## config.mk

```make
export PLATFORM = sky130hd
export DESIGN_NAME = uart_tx_core
export DESIGN_NICKNAME = d
export VERILOG_FILES = /design/src/rtl/uart_pkg.sv /design/src/rtl/uart_tx_fifo.sv /design/src/rtl/uart_tx_core.sv
export SDC_FILE = /design/constraint.sdc
export NUM_CORES = 1
export LEC_CHECK = 0
export BUFFER_PORTS_ARGS = -buffer_cell sky130_fd_sc_hd__buf_2
export CAP_MARGIN = 10
export CORE_MARGIN = 3
export CORE_UTILIZATION = 55
export DETAILED_ROUTE_END_ITERATION = 6
export PLACE_DENSITY = 0.69
export SETUP_SLACK_MARGIN = 0.15
export SLEW_MARGIN = 25
export SYNTH_ARGS = -nofsm -noshare
export SYNTH_HDL_FRONTEND = slang
export SYNTH_SLANG_ARGS = --single-unit
```

## constraint.sdc

```tcl
create_clock -name clk -period 6.3 [get_ports clk]
set_input_delay 1.26 -clock clk [delete_from_list [all_inputs] [get_ports clk]]
set_output_delay 1.26 -clock clk [all_outputs]
set_load 0.02 [all_outputs]
```

## src/rtl/uart_pkg.sv

```systemverilog
// Shared UART definitions: FSM state encoding, parity modes and the parity helper.
// uart_tx_core and the future receiver both use this package.
package uart_pkg;

    typedef enum logic [2:0] {
        ST_IDLE   = 3'd0,
        ST_START  = 3'd1,
        ST_DATA   = 3'd2,
        ST_PARITY = 3'd3,
        ST_STOP   = 3'd4
    } uart_state_e;

    localparam int unsigned PAR_NONE = 0;
    localparam int unsigned PAR_ODD  = 1;
    localparam int unsigned PAR_EVEN = 2;

    // Zero-extended data does not change the XOR, so one width covers 5..9 bits.
    function automatic logic parity_bit(input logic [8:0] data, input int unsigned mode);
        return (mode == PAR_ODD) ? ~^data : ^data;
    endfunction

endpackage

```

## src/rtl/uart_tx_fifo.sv

```systemverilog
// Small synchronous FIFO feeding the transmitter; pointers carry one extra wrap bit
// so full and empty stay distinct. rdata is the head word whenever non-empty.
module uart_tx_fifo #(
    parameter int unsigned WIDTH = 8,
    parameter int unsigned DEPTH = 4
) (
    input  logic                     clk,
    input  logic                     rst_n,
    input  logic                     push,
    input  logic                     pop,
    input  logic [WIDTH-1:0]         wdata,
    output logic [WIDTH-1:0]         rdata,
    output logic                     full,
    output logic                     empty,
    output logic [$clog2(DEPTH):0]   level
);

    localparam int unsigned AW = $clog2(DEPTH);

    logic [AW:0]      wr_q, wr_d, rd_q, rd_d;
    logic [WIDTH-1:0] mem_q [DEPTH];
    logic             wr_en, rd_en;

    assign level = wr_q - rd_q;
    assign full  = (level == (AW+1)'(DEPTH));
    assign empty = (wr_q == rd_q);
    assign rdata = mem_q[rd_q[AW-1:0]];

    assign wr_en = push && !full;
    assign rd_en = pop && !empty;

    always_comb begin
        wr_d = wr_q + (AW+1)'(wr_en);
        rd_d = rd_q + (AW+1)'(rd_en);
    end

    always_ff @(posedge clk or negedge rst_n) begin
        if (!rst_n) begin
            wr_q <= '0;
            rd_q <= '0;
        end else begin
            wr_q <= wr_d;
            rd_q <= rd_d;
        end
    end

    // Storage needs no reset: the pointers alone define which entries are live.
    always_ff @(posedge clk) begin
        if (wr_en) mem_q[wr_q[AW-1:0]] <= wdata;
    end

endmodule

```

## src/rtl/uart_tx_core.sv

```systemverilog
// Parametrised UART transmitter: FIFO-buffered words are framed as
// start / data (LSB first) / optional parity / stop bits at CLK_DIV clocks per bit.
module uart_tx_core
    import uart_pkg::*;
#(
    parameter int unsigned DATA_BITS  = 8,
    parameter int unsigned CLK_DIV    = 434,
    parameter int unsigned PARITY     = PAR_NONE,
    parameter int unsigned STOP_BITS  = 1,
    parameter int unsigned FIFO_DEPTH = 4
) (
    input  logic                          clk,
    input  logic                          rst_n,
    input  logic [DATA_BITS-1:0]          in_data,
    input  logic                          in_valid,
    output logic                          in_ready,
    output logic                          tx,
    output logic                          busy,
    output logic                          done,
    output logic [$clog2(FIFO_DEPTH):0]   fifo_level
);

    localparam int unsigned CNT_W = $clog2(CLK_DIV);
    localparam int unsigned IDX_W = $clog2(DATA_BITS);
    localparam logic [CNT_W-1:0] CNT_LAST  = CNT_W'(CLK_DIV - 1);
    localparam logic [IDX_W-1:0] DATA_LAST = IDX_W'(DATA_BITS - 1);
    localparam logic [IDX_W-1:0] STOP_LAST = IDX_W'(STOP_BITS - 1);

    uart_state_e          state_q, state_d;
    logic [CNT_W-1:0]     cnt_q, cnt_d;
    logic [IDX_W-1:0]     idx_q, idx_d;
    logic [DATA_BITS-1:0] shift_q, shift_d;
    logic                 par_q, par_d;
    logic                 tx_q, tx_d;
    logic                 busy_q, busy_d;
    logic                 done_q, done_d;

    logic                 fifo_push, fifo_pop, fifo_full, fifo_empty;
    logic [DATA_BITS-1:0] fifo_rdata;
    logic                 bit_end;

    assign in_ready  = !fifo_full;
    assign fifo_push = in_valid && !fifo_full;
    assign bit_end   = (cnt_q == CNT_LAST);

    uart_tx_fifo #(
        .WIDTH (DATA_BITS),
        .DEPTH (FIFO_DEPTH)
    ) u_fifo (
        .clk   (clk),
        .rst_n (rst_n),
        .push  (fifo_push),
        .pop   (fifo_pop),
        .wdata (in_data),
        .rdata (fifo_rdata),
        .full  (fifo_full),
        .empty (fifo_empty),
        .level (fifo_level)
    );

    // Next state; a queued word is loaded from IDLE or on the final stop cycle.
    always_comb begin
        state_d  = state_q;
        cnt_d    = cnt_q;
        idx_d    = idx_q;
        shift_d  = shift_q;
        par_d    = par_q;
        fifo_pop = 1'b0;
        done_d   = 1'b0;

        case (state_q)
            ST_IDLE: begin
                cnt_d = '0;
                idx_d = '0;
                if (!fifo_empty) begin
                    fifo_pop = 1'b1;
                    shift_d  = fifo_rdata;
                    par_d    = parity_bit(9'(fifo_rdata), PARITY);
                    state_d  = ST_START;
                end
            end
            ST_START: begin
                cnt_d = cnt_q + CNT_W'(1);
                if (bit_end) begin
                    cnt_d   = '0;
                    idx_d   = '0;
                    state_d = ST_DATA;
                end
            end
            ST_DATA: begin
                cnt_d = cnt_q + CNT_W'(1);
                if (bit_end) begin
                    cnt_d   = '0;
                    shift_d = shift_q >> 1;
                    idx_d   = idx_q + IDX_W'(1);
                    if (idx_q == DATA_LAST) begin
                        idx_d   = '0;
                        state_d = (PARITY != PAR_NONE) ? ST_PARITY : ST_STOP;
                    end
                end
            end
            ST_PARITY: begin
                cnt_d = cnt_q + CNT_W'(1);
                if (bit_end) begin
                    cnt_d   = '0;
                    idx_d   = '0;
                    state_d = ST_STOP;
                end
            end
            ST_STOP: begin
                cnt_d = cnt_q + CNT_W'(1);
                if (bit_end) begin
                    cnt_d = '0;
                    idx_d = idx_q + IDX_W'(1);
                    if (idx_q == STOP_LAST) begin
                        idx_d   = '0;
                        done_d  = 1'b1;
                        state_d = ST_IDLE;
                        if (!fifo_empty) begin
                            fifo_pop = 1'b1;
                            shift_d  = fifo_rdata;
                            par_d    = parity_bit(9'(fifo_rdata), PARITY);
                            state_d  = ST_START;
                        end
                    end
                end
            end
            default: begin
                state_d = ST_IDLE;
                cnt_d   = '0;
                idx_d   = '0;
            end
        endcase
    end

    // Line level follows the current state one cycle later, keeping outputs registered.
    always_comb begin
        busy_d = (state_q != ST_IDLE);
        case (state_q)
            ST_START:  tx_d = 1'b0;
            ST_DATA:   tx_d = shift_q[0];
            ST_PARITY: tx_d = par_q;
            default:   tx_d = 1'b1;
        endcase
    end

    always_ff @(posedge clk or negedge rst_n) begin
        if (!rst_n) begin
            state_q <= ST_IDLE;
            cnt_q   <= '0;
            idx_q   <= '0;
            shift_q <= '0;
            par_q   <= 1'b0;
            tx_q    <= 1'b1;
            busy_q  <= 1'b0;
            done_q  <= 1'b0;
        end else begin
            state_q <= state_d;
            cnt_q   <= cnt_d;
            idx_q   <= idx_d;
            shift_q <= shift_d;
            par_q   <= par_d;
            tx_q    <= tx_d;
            busy_q  <= busy_d;
            done_q  <= done_d;
        end
    end

    assign tx   = tx_q;
    assign busy = busy_q;
    assign done = done_q;

endmodule

```

## Yosys cells after proc, flatten, opt, wreduce, memory -nomap -nowiden

Memory sizes are Yosys's and may differ from the RTL's.
Cells that the tools add are included.
Widths: inputs -> output; s select.

| word-level totals | value |
|---|---|
| bits in registers | 33 |
| bits in writable memories | 32 |
| input bits | 11 |
| output and inout bits | 7 |
| word-level logic and storage cells | 85 |
| memories | 1 |

Memory list:

| memory | words | bits a word | rd ports | clocked after Yosys merged registers in | write ports | RTL line | RTL |
|---|---|---|---|---|---|---|---|
| u_fifo.mem_q | 4 | 8 | 1 | 0 | 1 | uart_tx_fifo.sv:21 | `logic [WIDTH-1:0] mem_q [DEPTH];` |

| operators by class | value |
|---|---|
| add/subtract/negate cells | 5 |
| eq/ne operators | 16 |
| mux-type cells | 36 |
| reduce and logical (&&, ||, !) cells | 17 |

Operators with widths:

| kind | number |
|---|---|
| $mux 3 | 12 |
| $mux 8 | 4 |
| $pmux 8 s3 | 1 |
| $mux 9 | 2 |
| $pmux 3 s5 | 1 |
| $ne 2x2->1 const B | 7 |
| $mux 1 | 12 |
| $add 9x1->9 const B | 1 |
| $eq 3x3->1 const B | 3 |
| $eq 9x9->1 const B | 1 |
| $pmux 3 s3 | 1 |
| $reduce_xor 9->1 | 1 |
| $reduce_and 7->1 | 1 |
| $add 3x1->3 | 2 |
| $eq 3x2->1 const B | 2 |
| $logic_not 3->1 | 2 |
| $reduce_and 3->1 | 2 |
| $reduce_bool 3->1 | 2 |
| $pmux 1 s2 | 2 |
| $reduce_and 4->1 | 1 |
| $reduce_or 4->1 | 1 |
| $add 3x1->3 const B | 1 |
| $eq 3x1->1 const B | 1 |
| $eq 3x3->1 | 1 |
| other kinds (7) | 10 |

## Longest topological paths before layout

| logic depth | value |
|---|---|
| depth after elaboration | 7 |
| mapped depth | 10 |

## Hierarchy

From an unflattened synthesis, not the netlist that was laid out.

| unflattened totals | value |
|---|---|
| cells, all modules | 218 |
| area, all modules | 3049.2 sq um |

Modules (own cells, without submodules):

| module | times used | cells each | area each (sq um) | sequential area each (sq um) |
|---|---|---|---|---|
| uart_tx_fifo | 1 | 78 | 1552.7 | 1111.1 |
| uart_tx_core | 1 | 140 | 1496.4 | 676.9 |

## Worst setup path before layout

No wires, ideal clock.

| timing | value |
|---|---|
| path kind | reg2out |
| start | register u_fifo.wr_q[0] |
| end | output in_ready |
| data arrival time | 1748 ps |
| data required time | 5040 ps |
| setup slack | 3292 ps |
| cell stages (with the launch flop) | 6 |
| cells stage by stage | dfrtp_1 > inv_1 > ha_1 > fa_1 > xnor2_1 > nand3_1 |

| between the ends | value |
|---|---|
| cells in the longest elaborated chain, start to end | 3 |

RTL lines:

| what | RTL line | RTL |
|---|---|---|
| start: declaration | uart_tx_fifo.sv:20 | `logic [AW:0] wr_q, wr_d, rd_q, rd_d;` |
| start signal: assignment | uart_tx_fifo.sv:42 | `wr_q <= wr_d;` |
| $sub 3x3->3 | uart_tx_fifo.sv:24 | `assign level = wr_q - rd_q;` |
| via fifo_level[2] | uart_tx_core.sv:20 | `output logic [$clog2(FIFO_DEPTH):0] fifo_level` |
| $eq 3x3->1 | uart_tx_fifo.sv:25 | `assign full = (level == (AW+1)'(DEPTH));` |
| $logic_not 1->1 | uart_tx_core.sv:42 | `assign in_ready = !fifo_full;` |
| end: declaration | uart_tx_core.sv:16 | `output logic in_ready,` |

The timed path passes the listed nets, and every way through them passes these cells.

## Final worst setup path

| timing | value |
|---|---|
| start | register u_fifo.rd_q[0] |
| end | output in_ready |

| between the ends | value |
|---|---|
| cells in the longest elaborated chain, start to end | 3 |

RTL lines:

| what | RTL line | RTL |
|---|---|---|
| start: declaration | uart_tx_fifo.sv:20 |  |
| start signal: assignment | uart_tx_fifo.sv:43 | `rd_q <= rd_d;` |
| $sub 3x3->3 | uart_tx_fifo.sv:24 |  |
| $eq 3x3->1 | uart_tx_fifo.sv:25 |  |
| $logic_not 1->1 | uart_tx_core.sv:42 |  |

No other way between the ends.

==> results.py <==
metrics = {
    "status": {
        "status": "finished, final reports clean",
    },
    "clock_network": {
        "cts.sinks": 65,
        "clock_insertion_delay_worst_skew_ps": 340,
        "clk_transition_reported_paths_ps": 70,
        "clock-root-buffer": "clkbuf_8",
        "postCtsSetupBuffers": 0,
        "cts_buffers": 9,
        "cts-root-to-sink-buffers": 2,
        "tritoncts": "done",
        "ctsHoldBuffers": 0,
        "cts_max_level": 3,
        "post_cts_resize_count": 0,
    },
    "floorplanning": {
        "coreArea_mm2": 0.00494,
        "chipWidth_um": 79.1,
        "floorplan.die_area_mm2": 0.00626,
        "num_rows": 25,
        "start_util_pct": 59.5,
        "die_y_um": 79.1,
        "design.portCount": 18,
    },
    "pwr": {
        "p_leak_uw": 0.00140,
        "ir_drop_mv": 0.427,
        "pwr_density_cell_mw_per_mm2": 579,
        "post-layout-total-power_uw": 1940,
    },
    "routing": {
        "totalWireLength_mm": 4.78,
        "routed_wire_length_per_instance_um": 15.6,
        "avgViaCountPerCell": 5.36,
        "wl_met2_mm": 2.36,
        "count_of_tritonroute_iterations_in_the_first_routing_pass": 4,
        "vias": 1644,
        "dr.max_layer_used": "met4",
        "dr_iter_0_viols": 87,
        "wl_met1_mm": 2.08,
        "post-route-drc-count": 0,
        "routed-wl-met3_um": 201,
        "detail-route-antenna-nets": 0,
    },
    "cells_and_area": {
        "layout-area-overhead-vs-synth_pct": 13.8,
        "post_route_cells_drive_above_1_share_pct": 24.6,
        "final_net_count": 259,
        "final_util_pct": 67.8,
        "antenna_diode_instance_count": 0,
    },
    "synthesis": {
        "yosys_most_used_dff": "edfxtp_1",
        "synth_area_mm2": 0.00294,
        "number_of_distinct_standard_cells_referenced_by_the_synthesized_netlist": 40,
        "synthesis.nets": 238,
        "synthDominantCellAreaShare_pct": 32.7,
        "synthDominantAreaCellType": "edfxtp_1",
        "synth-seq-area-share_pct": 60.8,
        "synth.yosys.warnings": 0,
        "synth-edff-count": 32,
        "postSynthAreaPerCell_um2": 13.7,
        "synth.ff_latch_count": 65,
        "synth_async_sr_flop_share_pct": 50.8,
        "syn_inst_count": 215,
        "ys_top_cells_by_area": "edfxtp_1, dfrtp_1, ha_1",
    },
    "timing": {
        "setup_violations": 0,
        "final-hold-violation-count": 0,
        "finalClockSkew_ps": 6.35,
        "maximum_frequency_from_static_timing_analysis_mhz": 296,
        "maxSlewViolCount": 0,
        "final_min_period_over_clock_period_pct": 53.6,
        "final.setup.tns_ps": 0,
        "relative_max_transition_margin_pct": 50.9,
        "worst_slack_ps": 2930,
        "finalCriticalPeriod_ps": 3370,
        "grt_setup_unrepaired": "no",
        "worstMarginPinSlew_ps": 737,
    },
    "grt": {
        "overflow": 0,
        "grt_first_pass_wirelength_mm": 8.22,
        "grt_max_degree": 34,
        "grt_pass1_vias": 1769,
        "number_of_antenna_violations_at_the_first_check_in_global_routing": 0,
        "grt_util_all_layers_pct": 17.7,
    },
    "setup_path": {
        "endpoint_kind": "primary output",
        "path_class": "flop to primary output",
        "worst_ep_arrival_time_ps": 2110,
        "worst-endpoint-required_ps": 5040,
        "worstSetupStartpointType": "flop",
        "worst-path-max-fanout": 10,
    },
    "placement": {
        "globalplace.congestion": 0.833,
        "pre_cts_slack_ps": 3270,
        "dp.final_hpwl_mm": 3.42,
        "numPortBuffers": 17,
    },
    "job": {
        "cap_viol_max_count": 0,
    },
    "worst_hold_path": {
        "min-delay-path-class": "flop to flop",
    },
}
==> Yosys cell counts, drive strengths merged (5+ instances only) <==
cell    count
mux2        9
xor2        6
a21oi       5
dfrtp      32
mux4        8
edfxtp     32
ha         11
inv        11
nand2      33
nor2       15
xnor2      11
nor3        6
==> sequential cells by signal (all words and copies together), names as in the netlist <==
register	count
busy	1
cnt_q	9
done	1
idx_q	3
par_q	1
shift_q	8
state_q	3
tx	1
u_fifo.mem_q	32
u_fifo.rd_q	3
u_fifo.wr_q	3
==> final timing paths <==
| kind | from | end | slack [ps] | cells after the start |
|---|---|---|---|---|
| setup / recovery | u_fifo.rd_q[0]$_DFF_PN0_ | in_ready | 2930 | 5 |
| hold / removal | u_fifo.wr_q[2]$_DFF_PN0_ | u_fifo.wr_q[2]$_DFF_PN0_ | 490 | 1 |
| hold reg to reg | u_fifo.wr_q[2]$_DFF_PN0_ | u_fifo.wr_q[2]$_DFF_PN0_ | 490 | 1 |
| setup reg to reg | u_fifo.rd_q[0]$_DFF_PN0_ | u_fifo.mem_q[1][0]$_DFFE_PP_ | 3640 | 6 |
| min in group asynchronous | rst_n | cnt_q[8]$_DFF_PN0_ | 980 | 1 |
| max in group asynchronous | rst_n | u_fifo.rd_q[1]$_DFF_PN0_ | 4850 | 1 |
==> cell usage in the layout, fill, tap and decap left out, types with 2 or more instances in the layout <==
cell type and instances:
nor2_1 15, or2_2 2, a21oi_1 5, nor2b_1 2, xor2_1 6, mux4_1 2
edfxtp_1 32, xnor2_1 10, inv_1 11, a21o_1 2, nor3_2 4, ha_1 11
mux2_2 8, buf_2 17, clkbuf_8 9, bufinv_16 4, o21ai_0 2, or3_1 2
and3_1 2, mux4_2 6, nand3_1 4, dfrtp_1 32, nand2_1 32
==> layout make-up <==
cell class / instances / area, µm²
Clock buffer: 9 / 124
Multi-Input combinational cell: 132 / 1100
Clock inverter: 6 / 131
Timing Repair Buffer: 17 / 85.1
Sequential cell: 65 / 1790
Tap cell: 67 / 83.8
Fill cell: 354 / 1590
Inverter: 11 / 41.3
==> metal layers <==
metal  vias to the layer above  track usage [%]
met4                         0             9.45
met3                        14             6.58
met2                        30             27.5
li1                        801                -
met1                       799             21.4
met5                         -                0
==> cells by family (layout without fill, tap and decap cells) <==
group | after synthesis | in the layout | share of synthesized area, %
muxes | 18 | 18 | 10.3
xor gates and xnor gates | 17 | 17 | 5.31
adders and majority gates | 12 | 12 | 5.36
AOI/OAI and AO/OA | 16 | 16 | 4.38
and+or+nand+nor | 69 | 69 | 11.2
DFF | 65 | 65 | 60.8
buffers and inverters | 18 | 43 | 2.68
==> critical path, cell delays in order (launching register included) <==
cell     delay [ps]
dfrtp_1         570
ha_1            320
fa_1            380
xnor2_1         210
nand3_1         120
buf_2           180
==> power by group <==
group          total (µW)  internal [µW]  switching (µW)
Combinational         780            378             402
Sequential            704            592             112
Clock                 454            299             155
Total                1940           1270             669
==> stage by stage <==
stage                     area [µm²]  std cells  hold WS, ps
final                           3350        307          487
after detailed placement        3070        292          479
after global placement          3070        292          467
after global routing            3350        307          522
after CTS                       3330        307          492
after floorplan                 2940        215          453
(Power assumes the default switching activity.)
